$ cat config.mk
export PLATFORM = sky130hd
export DESIGN_NAME = time_set_ctrl
export DESIGN_NICKNAME = d
export VERILOG_FILES = /design/src/rtl/time_set_ctrl.sv
export SDC_FILE = /design/constraint.sdc
export NUM_CORES = 1
export LEC_CHECK = 0
export ABC_CLOCK_PERIOD_IN_PS = 5900
export BUFFER_PORTS_ARGS = -buffer_cell sky130_fd_sc_hd__buf_2
export CAP_MARGIN = 20
export CELL_PAD_IN_SITES_DETAIL_PLACEMENT = 0
export CELL_PAD_IN_SITES_GLOBAL_PLACEMENT = 1
export CORE_UTILIZATION = 40
export DETAILED_ROUTE_END_ITERATION = 8
export MAX_ROUTING_LAYER = met4
export PLACE_DENSITY_LB_ADDON = 0.05
export SLEW_MARGIN = 10
export SYNTH_ARGS = -nofsm -noshare
export SYNTH_HDL_FRONTEND = slang
export SYNTH_SLANG_ARGS = --single-unit
$ cat constraint.sdc
create_clock -name clk -period 5.9 [get_ports clk]
set_clock_uncertainty 0.15 [all_clocks]
set_input_delay 0.295 -clock clk [delete_from_list [all_inputs] [get_ports clk]]
set_output_delay 0.295 -clock clk [all_outputs]
set_load 0.03 [all_outputs]
$ cat src/rtl/time_set_ctrl.sv
// Time-set controller for the HH:MM:SS clock: button debounce, edit FSM, display mux,
// field blink and the one-cycle load pulse into the time counter.
//
//   state    | meaning
//   ---------+-----------------------------------------------------------
//   RUN      | time counter running, live time shown
//   SET_HOUR | counter halted, INC steps hour_e, hour digits blink
//   SET_MIN  | counter halted, INC steps min_e, minute digits blink
//   COMMIT   | single cycle, load pulse with hour_e:min_e:00
module time_set_ctrl #(
  parameter int DEBOUNCE_CYC = 1_000_000,
  parameter int BLINK_CYC    = 25_000_000
) (
  input  logic       clk,
  input  logic       rst_neg,
  input  logic       btn_mode_n,
  input  logic       btn_inc_n,
  input  logic [5:0] cur_sec,
  input  logic [5:0] cur_min,
  input  logic [4:0] cur_hour,
  output logic       run_en,
  output logic       load,
  output logic [5:0] load_sec,
  output logic [5:0] load_min,
  output logic [4:0] load_hour,
  output logic [5:0] disp_sec,
  output logic [5:0] disp_min,
  output logic [4:0] disp_hour,
  output logic [5:0] blank_mask,
  output logic [1:0] edit_state
);

  localparam int DW = $clog2(DEBOUNCE_CYC + 1);
  localparam int BW = $clog2(BLINK_CYC + 1);

  typedef enum logic [1:0] {
    ST_RUN      = 2'd0,
    ST_SET_HOUR = 2'd1,
    ST_SET_MIN  = 2'd2,
    ST_COMMIT   = 2'd3
  } state_t;

  state_t state_q, state_d;

  // bit 0 = MODE, bit 1 = INC; all levels active-low, idle high
  logic [1:0]         sync1, sync2, deb, press;
  logic [1:0][DW-1:0] db_cnt;
  logic               mode_ev, inc_ev;

  logic [4:0]    hour_e;
  logic [5:0]    min_e;
  logic [BW-1:0] blink_cnt;
  logic          blink_ph;
  logic          enter_edit;

  always_ff @(posedge clk or negedge rst_neg) begin
    if (!rst_neg) begin
      sync1  <= 2'b11;
      sync2  <= 2'b11;
      deb    <= 2'b11;
      db_cnt <= '0;
    end else begin
      sync1 <= {btn_inc_n, btn_mode_n};
      sync2 <= sync1;
      for (int i = 0; i < 2; i++) begin
        // reload on the edge where the synced level is about to change
        if (sync1[i] != sync2[i])
          db_cnt[i] <= DW'(DEBOUNCE_CYC - 1);
        else if (db_cnt[i] != '0)
          db_cnt[i] <= db_cnt[i] - 1'b1;
        if (db_cnt[i] == '0)
          deb[i] <= sync2[i];
      end
    end
  end

  always_comb begin
    press = 2'b00;
    for (int i = 0; i < 2; i++)
      press[i] = (db_cnt[i] == '0) && (sync2[i] != deb[i]) && !sync2[i];
  end

  assign mode_ev = press[0];
  assign inc_ev  = press[1];

  always_ff @(posedge clk or negedge rst_neg) begin
    if (!rst_neg) state_q <= ST_RUN;
    else          state_q <= state_d;
  end

  always_comb begin
    state_d = state_q;
    case (state_q)
      ST_RUN:      if (mode_ev) state_d = ST_SET_HOUR;
      ST_SET_HOUR: if (mode_ev) state_d = ST_SET_MIN;
      ST_SET_MIN:  if (mode_ev) state_d = ST_COMMIT;
      ST_COMMIT:   state_d = ST_RUN;
      default:     state_d = ST_RUN;
    endcase
  end

  always_ff @(posedge clk or negedge rst_neg) begin
    if (!rst_neg) begin
      hour_e    <= '0;
      min_e     <= '0;
      load_hour <= '0;
      load_min  <= '0;
    end else begin
      case (state_q)
        ST_RUN: if (mode_ev) begin
          hour_e <= (cur_hour > 5'd23) ? 5'd0 : cur_hour;
          min_e  <= (cur_min > 6'd59) ? 6'd0 : cur_min;
        end
        ST_SET_HOUR: if (inc_ev && !mode_ev)
          hour_e <= (hour_e == 5'd23) ? 5'd0 : hour_e + 5'd1;
        ST_SET_MIN: begin
          if (mode_ev) begin
            load_hour <= hour_e;
            load_min  <= min_e;
          end else if (inc_ev) begin
            min_e <= (min_e == 6'd59) ? 6'd0 : min_e + 6'd1;
          end
        end
        default: ;
      endcase
    end
  end

  assign load_sec = 6'd0;

  // blink restarts on field entry so the edited field is visible first
  assign enter_edit = (state_d != state_q) &&
                      ((state_d == ST_SET_HOUR) || (state_d == ST_SET_MIN));

  always_ff @(posedge clk or negedge rst_neg) begin
    if (!rst_neg) begin
      blink_cnt <= '0;
      blink_ph  <= 1'b0;
    end else if (enter_edit) begin
      blink_cnt <= '0;
      blink_ph  <= 1'b0;
    end else if (blink_cnt == BW'(BLINK_CYC - 1)) begin
      blink_cnt <= '0;
      blink_ph  <= ~blink_ph;
    end else begin
      blink_cnt <= blink_cnt + 1'b1;
    end
  end

  always_comb begin
    run_en     = (state_q == ST_RUN);
    load       = (state_q == ST_COMMIT);
    edit_state = state_q;
    blank_mask = 6'b000000;
    disp_hour  = hour_e;
    disp_min   = min_e;
    disp_sec   = 6'd0;
    if (state_q == ST_RUN) begin
      disp_hour = cur_hour;
      disp_min  = cur_min;
      disp_sec  = cur_sec;
    end
    if (blink_ph && state_q == ST_SET_HOUR) blank_mask = 6'b110000;
    if (blink_ph && state_q == ST_SET_MIN)  blank_mask = 6'b001100;
  end

endmodule

==> results of run 1 <==
-- worst register-to-register path, stage by stage, from the launching register on --
cell	delay [ps]
dfrtp_1	400
or4_4	590
nor2_1	360
nand4_1	240
nor2_1	770
mux2_2	420
-- layout make-up --
cell class / instances / area (sq um) / area share
inverter: 16 / 60.1 / 0.0100
tap: 172 / 215 / 0.0358
timing repair buffer: 63 / 343 / 0.0571
clock buffer: 10 / 229 / 0.0381
sequential: 96 / 2410 / 0.401
multi-input combinational: 409 / 2680 / 0.446
clock inverter: 6 / 70.1 / 0.0117
-- through the flow --
| stage | worst slack [ps] | utilization | std cells |
|---|---|---|---|
| after detailed placement | 2860 | 0.444 | 753 |
| after global routing | 2640 | 0.470 | 772 |
| after global placement | 2970 | 0.444 | 752 |
| after floorplan | 3100 | - | 553 |
| after CTS | 2850 | 0.470 | 772 |
| final | 2860 | 0.470 | 772 |
-- state kept, by name, indices dropped and copies added, names as in the netlist --
signal and flops:
load_hour 5, blink_cnt 25, sync1 2, load_min 6
blink_ph 1, edit_state 2, sync2 2, deb 2
hour_e 5, db_cnt 40, min_e 6
-- power by group --
part           switching, uW  internal, uW  total [uW]
combinational           71.8          33.7         105
clock                    265           331         596
sequential              8.63           668         677
total                    345          1030        1380
-- metal layers --
metal	up-vias	global-route usage
met5	-	-
met4	0	0.0734
met3	13	0.0268
met2	71	0.294
met1	2006	0.252
li1	2030	-
-- synth_stat cells, types with 2 or more instances --
cell type and count:
o2111ai_1 4, nor4_1 21, a31oi_1 3, or4_4 3, nand2_1 49, o31ai_1 3
nand4_1 8, nand2b_1 7, o21bai_1 2, dfrtp_1 90, and3_1 2, nand3b_1 2
and4_1 3, and2_1 11, nand4b_1 2, o21ai_0 17, a21boi_0 4, or2_2 3
or4_1 7, xnor2_1 29, buf_4 10, o311ai_0 7, dfstp_2 6, inv_1 16
clkbuf_1 19, mux2_2 32, nor3_1 20, xor2_1 24, buf_6 2, a21oi_1 9
nor2_1 59, o211ai_1 5, or3_1 9, nor2b_1 4, nand3_1 23, ha_1 7
-- logic make-up after synthesis --
logic type / count (synthesis)
other: 1
adder cells (fa/ha/maj): 7
XOR/XNOR: 53
buffers and inverters: 48
flip-flops: 96
AND/OR/NAND/NOR: 238
multiplexers: 33
AO/OA/AOI/OAI: 70
-- timing repair --
action / 4_1_cts / 5_1_grt
hold buffers: 3 / 0
endpoints found under the hold margin: 34 / 0
gates resized for setup: 0 / 0
setup buffers: 0 / 0
-- worst paths after layout --
path                            endpoint  slack, ps
max in group asynchronous  blink_cnt[11]       4130
hold reg to reg                 sync2[1]        240
min in group asynchronous    load_min[0]        290
hold / removal                  min_e[2]        150
setup reg to reg            load_hour[4]       2860
setup / recovery            load_hour[4]       2860
==> key figures, run 1 <==
Run status
  • Status: finished, final reports clean

STA
  • Slew Limit Fails: 0
  • Worst Hold Slack: approximately 150 ps
  • Minimum clock period: 3040 ps
  • RSZ-0062 raised after global routing: false
  • Setup TNS: 0 ps
  • Final setup viols: 0
  • Final Cycle Share: 0.515
  • Max Freq: around 0.33 GHz
  • Worst Tran Pin Value: between 900 and 1000 ps
  • Max_slew headroom: 0.382
  • Final Hold Vio Count: 0

Synthesis
  • Post-Syn Instances: 546
  • Synth top area share: 0.426
  • Largest family of logic cells by synthesized area: simple AND/OR/NAND/NOR gates
  • Post-synth EDFFs: 0
  • Avg Synthesized Cell Area: ~9.7 sq um
  • Seq/Total Area, Yosys: 0.456
  • Mux cell area share after synthesis: 0.0701
  • Synth Area in Simple Gates: 0.231
  • Synth Area in Adders: 0.0166
  • #FFs+latches synth: 96
  • Area contributors post-synth: dfrtp_1 (43%), mux2_2 (6.8%), xnor2_1 (4.8%)
  • Async S/R FF share, synth: 1.00
  • Yosys cell types: 60
  • Ys flop type: dfrtp_1
  • Post-Synth XOR/XNOR Area: 0.0878
  • Syn. warnings: 0
  • Synth Area in Compound Gates: 0.0944
  • Netlist Area Pre-Place: about 5300 sq um
  • Post-synth top area cell: dfrtp_1

Die
  • Initial Utilization: 0.414
  • Die Wd: between 100 and 150 um
  • Row cnt: 41
  • I/O pin total: 65
  • Die area: 13700 sq um
  • Core Region: about 13000 sq um
  • Die height: roughly 120 um

Finish
  • Layout area overhead: 13.6%
  • Final instance area: around 6000 sq um
  • Commonest cells after routing, fill and taps aside: dfrtp_1 (90), nor2_1 (59), buf_2 (55), nand2_1 (49), mux2_2 (32)
  • N_diodes: 0
  • Fillers: approximately 1300
  • Most common cell after layout, fill and taps aside: dfrtp_1
  • Nets: a little over 600
  • Share of cells above drive strength 1: 0.207

Global route
  • Largest net degree at the start of global routing: 62
  • Antenna violations before repair: 0
  • Vias in the first global route: ~3800
  • Congestion Overflow GR: 0
  • Tot GR Track Use: 0.190
  • First-pass GRT wire length: around 19000 um

Setup path
  • CP startpoint: db_cnt[2]
  • Top cell by count, worst path: nor2_1
  • CP bufs+invs: 0
  • Instance count on the critical path: 5
  • CP endpoint kind: flop
  • Max incr delay on CP: roughly 770 ps
  • Critical path arrival: between 3000 and 4000 ps
  • Crit Path Max Fanout: 11
  • FF-to-FF Start: db_cnt[2]
  • Critical path's slowest cell: nor2_1
  • R2R cell count: 5
  • CP delay by family, top: simple AND/OR/NAND/NOR gates
  • Kind of critical path: reg2reg
  • Critical Path Source Type: flop
  • Critical Path RT: 5980 ps
  • CP cell instances: or4_4 > nor2_1 > nand4_1 > nor2_1 > mux2_2

Drt
  • Antenna viol nets, final: 0
  • Wirelength per Cell: ~16 um
  • Via/cell ratio: roughly 5.3
  • Met1 wire length: between 5000 and 6000 um
  • Met3 wire len: roughly 310 um
  • Max Used Layer: met4
  • Iter 0 DRT Violations: approximately 250
  • Final WL: 12000 um
  • DRT Pass-1 Iters: 5
  • Met2 wire length: 5650 um
  • Via count: slightly above 4000
  • DRC: 0

CTS
  • CTS sink cnt: 96
  • CTS tree: yes
  • CTS H-Tree Depth: 3
  • Clk pin slew, worst setup/hold paths: ~60 ps
  • Clk root buf: clkbuf_16
  • Worst-Skew Late Latency: 350 ps
  • CTS Buffer Depth: 2
  • Total CTS buffers: 9

Place
  • Buffers on Ports: between 50 and 60
  • GP Congestion: 0.797
  • Hpwl dp: between 8000 and 9000 um
  • DP Area: 5680 sq um

Power
  • PD cells: around 230 nW/um^2
  • Overall power: between 1000 and 1500 uW
  • Peak supply drop: ~100 uV
  • LEAKAGE: approximately 0.0024 uW

Min path
  • Min-Delay Path Class: in2reg
  • Min-delay src: cur_min[2]
  • Hold depth: 3

Run
  • Max-Cap Viols: 0
No activity file was read; power rests on OpenSTA's default activity.
==> run 2: changes to the inputs <==
ABC_CLOCK_PERIOD_IN_PS = 2900   (was 5900)
clock period = 2.9 ns   (was 5.9 ns; I/O delays follow)
==> run 2 against run 1 <==
  * Total power up 110%
  * Non-clock buffer count up 12
  * Sequential cell count unchanged
  * Critical path depth unchanged
  * Register-to-register slack worse by 2700 ps
  * Clock power up 130%
  * Largest power group unchanged
  * Design area up 2.5%
  * Cell count up 1.6%
  * First-iteration DRC count up 22%
==> key figures, run 2 (synthesized netlist as in run 1, its figures left out) <==
Place
  • GP Congestion: between 0.8 and 0.9
  • Buffers on Ports: 56
  • Pre-CTS worst setup slack: 141 ps
  • Hpwl dp: between 8000 and 9000 um

Die
  • Die area: about 14000 sq um
  • Initial Utilization: 0.414
  • I/O pin total: 65
  • Row cnt: 41
  • Die height: between 100 and 150 um
  • Core Region: 12800 sq um
  • Die Wd: ~120 um

Global route
  • GR met2 Demand/Resource: 0.293
  • GRT busiest layer: met2
  • First-pass GRT wire length: 19500 um
  • Met1 usage: 0.258
  • Congestion Overflow GR: 0
  • GR Util met3: 0.0288
  • Vias in the first global route: 3846
  • Largest net degree at the start of global routing: 43
  • Tot GR Track Use: 0.193
  • Antenna violations before repair: 0

Power
  • LEAKAGE: between 0.002 and 0.0025 uW
  • PD cells: between 400 and 500 nW/um^2
  • Overall power: between 2000 and 3000 uW
  • Peak supply drop: around 250 uV

Setup path
  • Crit Path Max Fanout: 10
  • Kind of critical path: reg2reg
  • CP endpoint kind: flop
  • Critical Path RT: 3030 ps
  • Critical Path Source Type: flop
  • Critical path arrival: approximately 2900 ps

Finish
  • Commonest cells after routing, fill and taps aside: dfrtp_1 (90), nor2_1 (58), buf_2 (55), nand2_1 (49), mux2_2 (32)
  • Nets: 635
  • Fin util: 0.482
  • N_diodes: 0
  • Layout area overhead: 16.4%
  • Share of cells above drive strength 1: 0.222
  • Largest regs: db_cnt: 40 flops, blink_cnt: 25 flops
  • Max FFs per register: 40
  • Top reg by flops: db_cnt
  • Most common cell after layout, fill and taps aside: dfrtp_1
  • Fillers: between 1000 and 1500

CTS
  • CTS tree: yes
  • Worst-Skew Late Latency: roughly 350 ps
  • CTS H-Tree Depth: 3
  • Clk root buf: clkbuf_16
  • Post-CTS setup buffers: 0
  • CTS Buffer Depth: 2
  • Total CTS buffers: 9
  • CTS sink cnt: 96
  • Clk pin slew, worst setup/hold paths: about 70 ps

STA
  • Final setup viols: 0
  • Worst Tran Pin Value: slightly below 900 ps
  • Slew Limit Fails: 0
  • Final Hold Vio Count: 0
  • RSZ-0062 raised after global routing: false
  • Setup TNS: 0 ps
  • Minimum clock period: 2760 ps
  • Max Freq: roughly 0.36 GHz
  • Worst setup margin: 137 ps
  • Max_slew headroom: 0.410
  • Final Cycle Share: 0.953

Drt
  • DRC: 0
  • Iter 0 DRT Violations: ~300
  • DRT Pass-1 Iters: 5
  • Final WL: around 12000 um
  • Antenna viol nets, final: 0
  • Wirelength per Cell: ~15 um
  • Via count: 4111
  • Via/cell ratio: approximately 5.2

Run status
  • Status: finished, final reports clean

Min path
  • Min-Delay Path Class: in2reg

Run
  • Max-Cap Viols: 0
run 2: changes by cell type in the layout (fill, tap and decap cells not counted), sizes merged:
cell         before  now
buf              60   71
clkinv            1    4
clkinvlp          3    0
bufinv            1    3
clkbuf           10    9
dlygate4sd3       3    4
inv              17   16
run 2: critical path, cell delays in order (launching register included):
cell     delay [ps]
dfrtp_1         410
or4_4           560
or4_4           630
or4_4           530
or3_1           320
nand3_1          80
run 2: repair_timing:
item                       4_1_cts  5_1_grt
setup endpoints to repair        0       15
hold buffers                     4        0
gates resized for setup          0        1
hold endpoints to repair        39        0
run 2: path summary, 6_finish.rpt:
kind | start | to | slack (ps) | cells after the start
max | db_cnt[2] | db_cnt[19] | 140 | 5
max reg2reg | db_cnt[2] | db_cnt[19] | 140 | 5
min | cur_min[0] | min_e[0] | 9 | 4
max in group asynchronous | rst_neg | sync2[1] | 1760 | 3
min reg2reg | sync1[0] | sync2[0] | 230 | 0
min in group asynchronous | rst_neg | load_min[0] | 150 | 2
run 2: layout make-up:
cell class / instances / area, sq um / area share
tap: 172 / 215 / 0.0350
clock buffer: 9 / 225 / 0.0366
clock inverter: 7 / 110 / 0.0179
timing repair buffer: 75 / 460 / 0.0748
multi-input combinational: 409 / 2670 / 0.434
sequential: 96 / 2410 / 0.392
inverter: 16 / 60.1 / 0.00976
run 2: power by group:
group          switching, uW  leakage [uW]  internal, uW  total [uW]
combinational            146       0.00119          74.6         221
sequential              18.1       0.00114          1360        1380
clock                    518      0.000169           837        1360
total                    683       0.00249          2270        2950
run 2: per-stage QoR:
step | cell area, sq um | std cells | hold slack [ps]
2_1_floorplan | 5310 | 553 | -301
3_3_place_gp | 5780 | 764 | 4.40
3_5_place_dp | 5780 | 764 | 3.20
4_1_cts | 6150 | 784 | 2.50
5_1_grt | 6150 | 784 | 30.3
6_report | 6150 | 784 | 8.84
run 2: metal layers:
metal  part of all wire  wire [um]
met1               0.50       5980
met2               0.46       5450
met3              0.027        323
met4              0.016        193
met5                  0          0
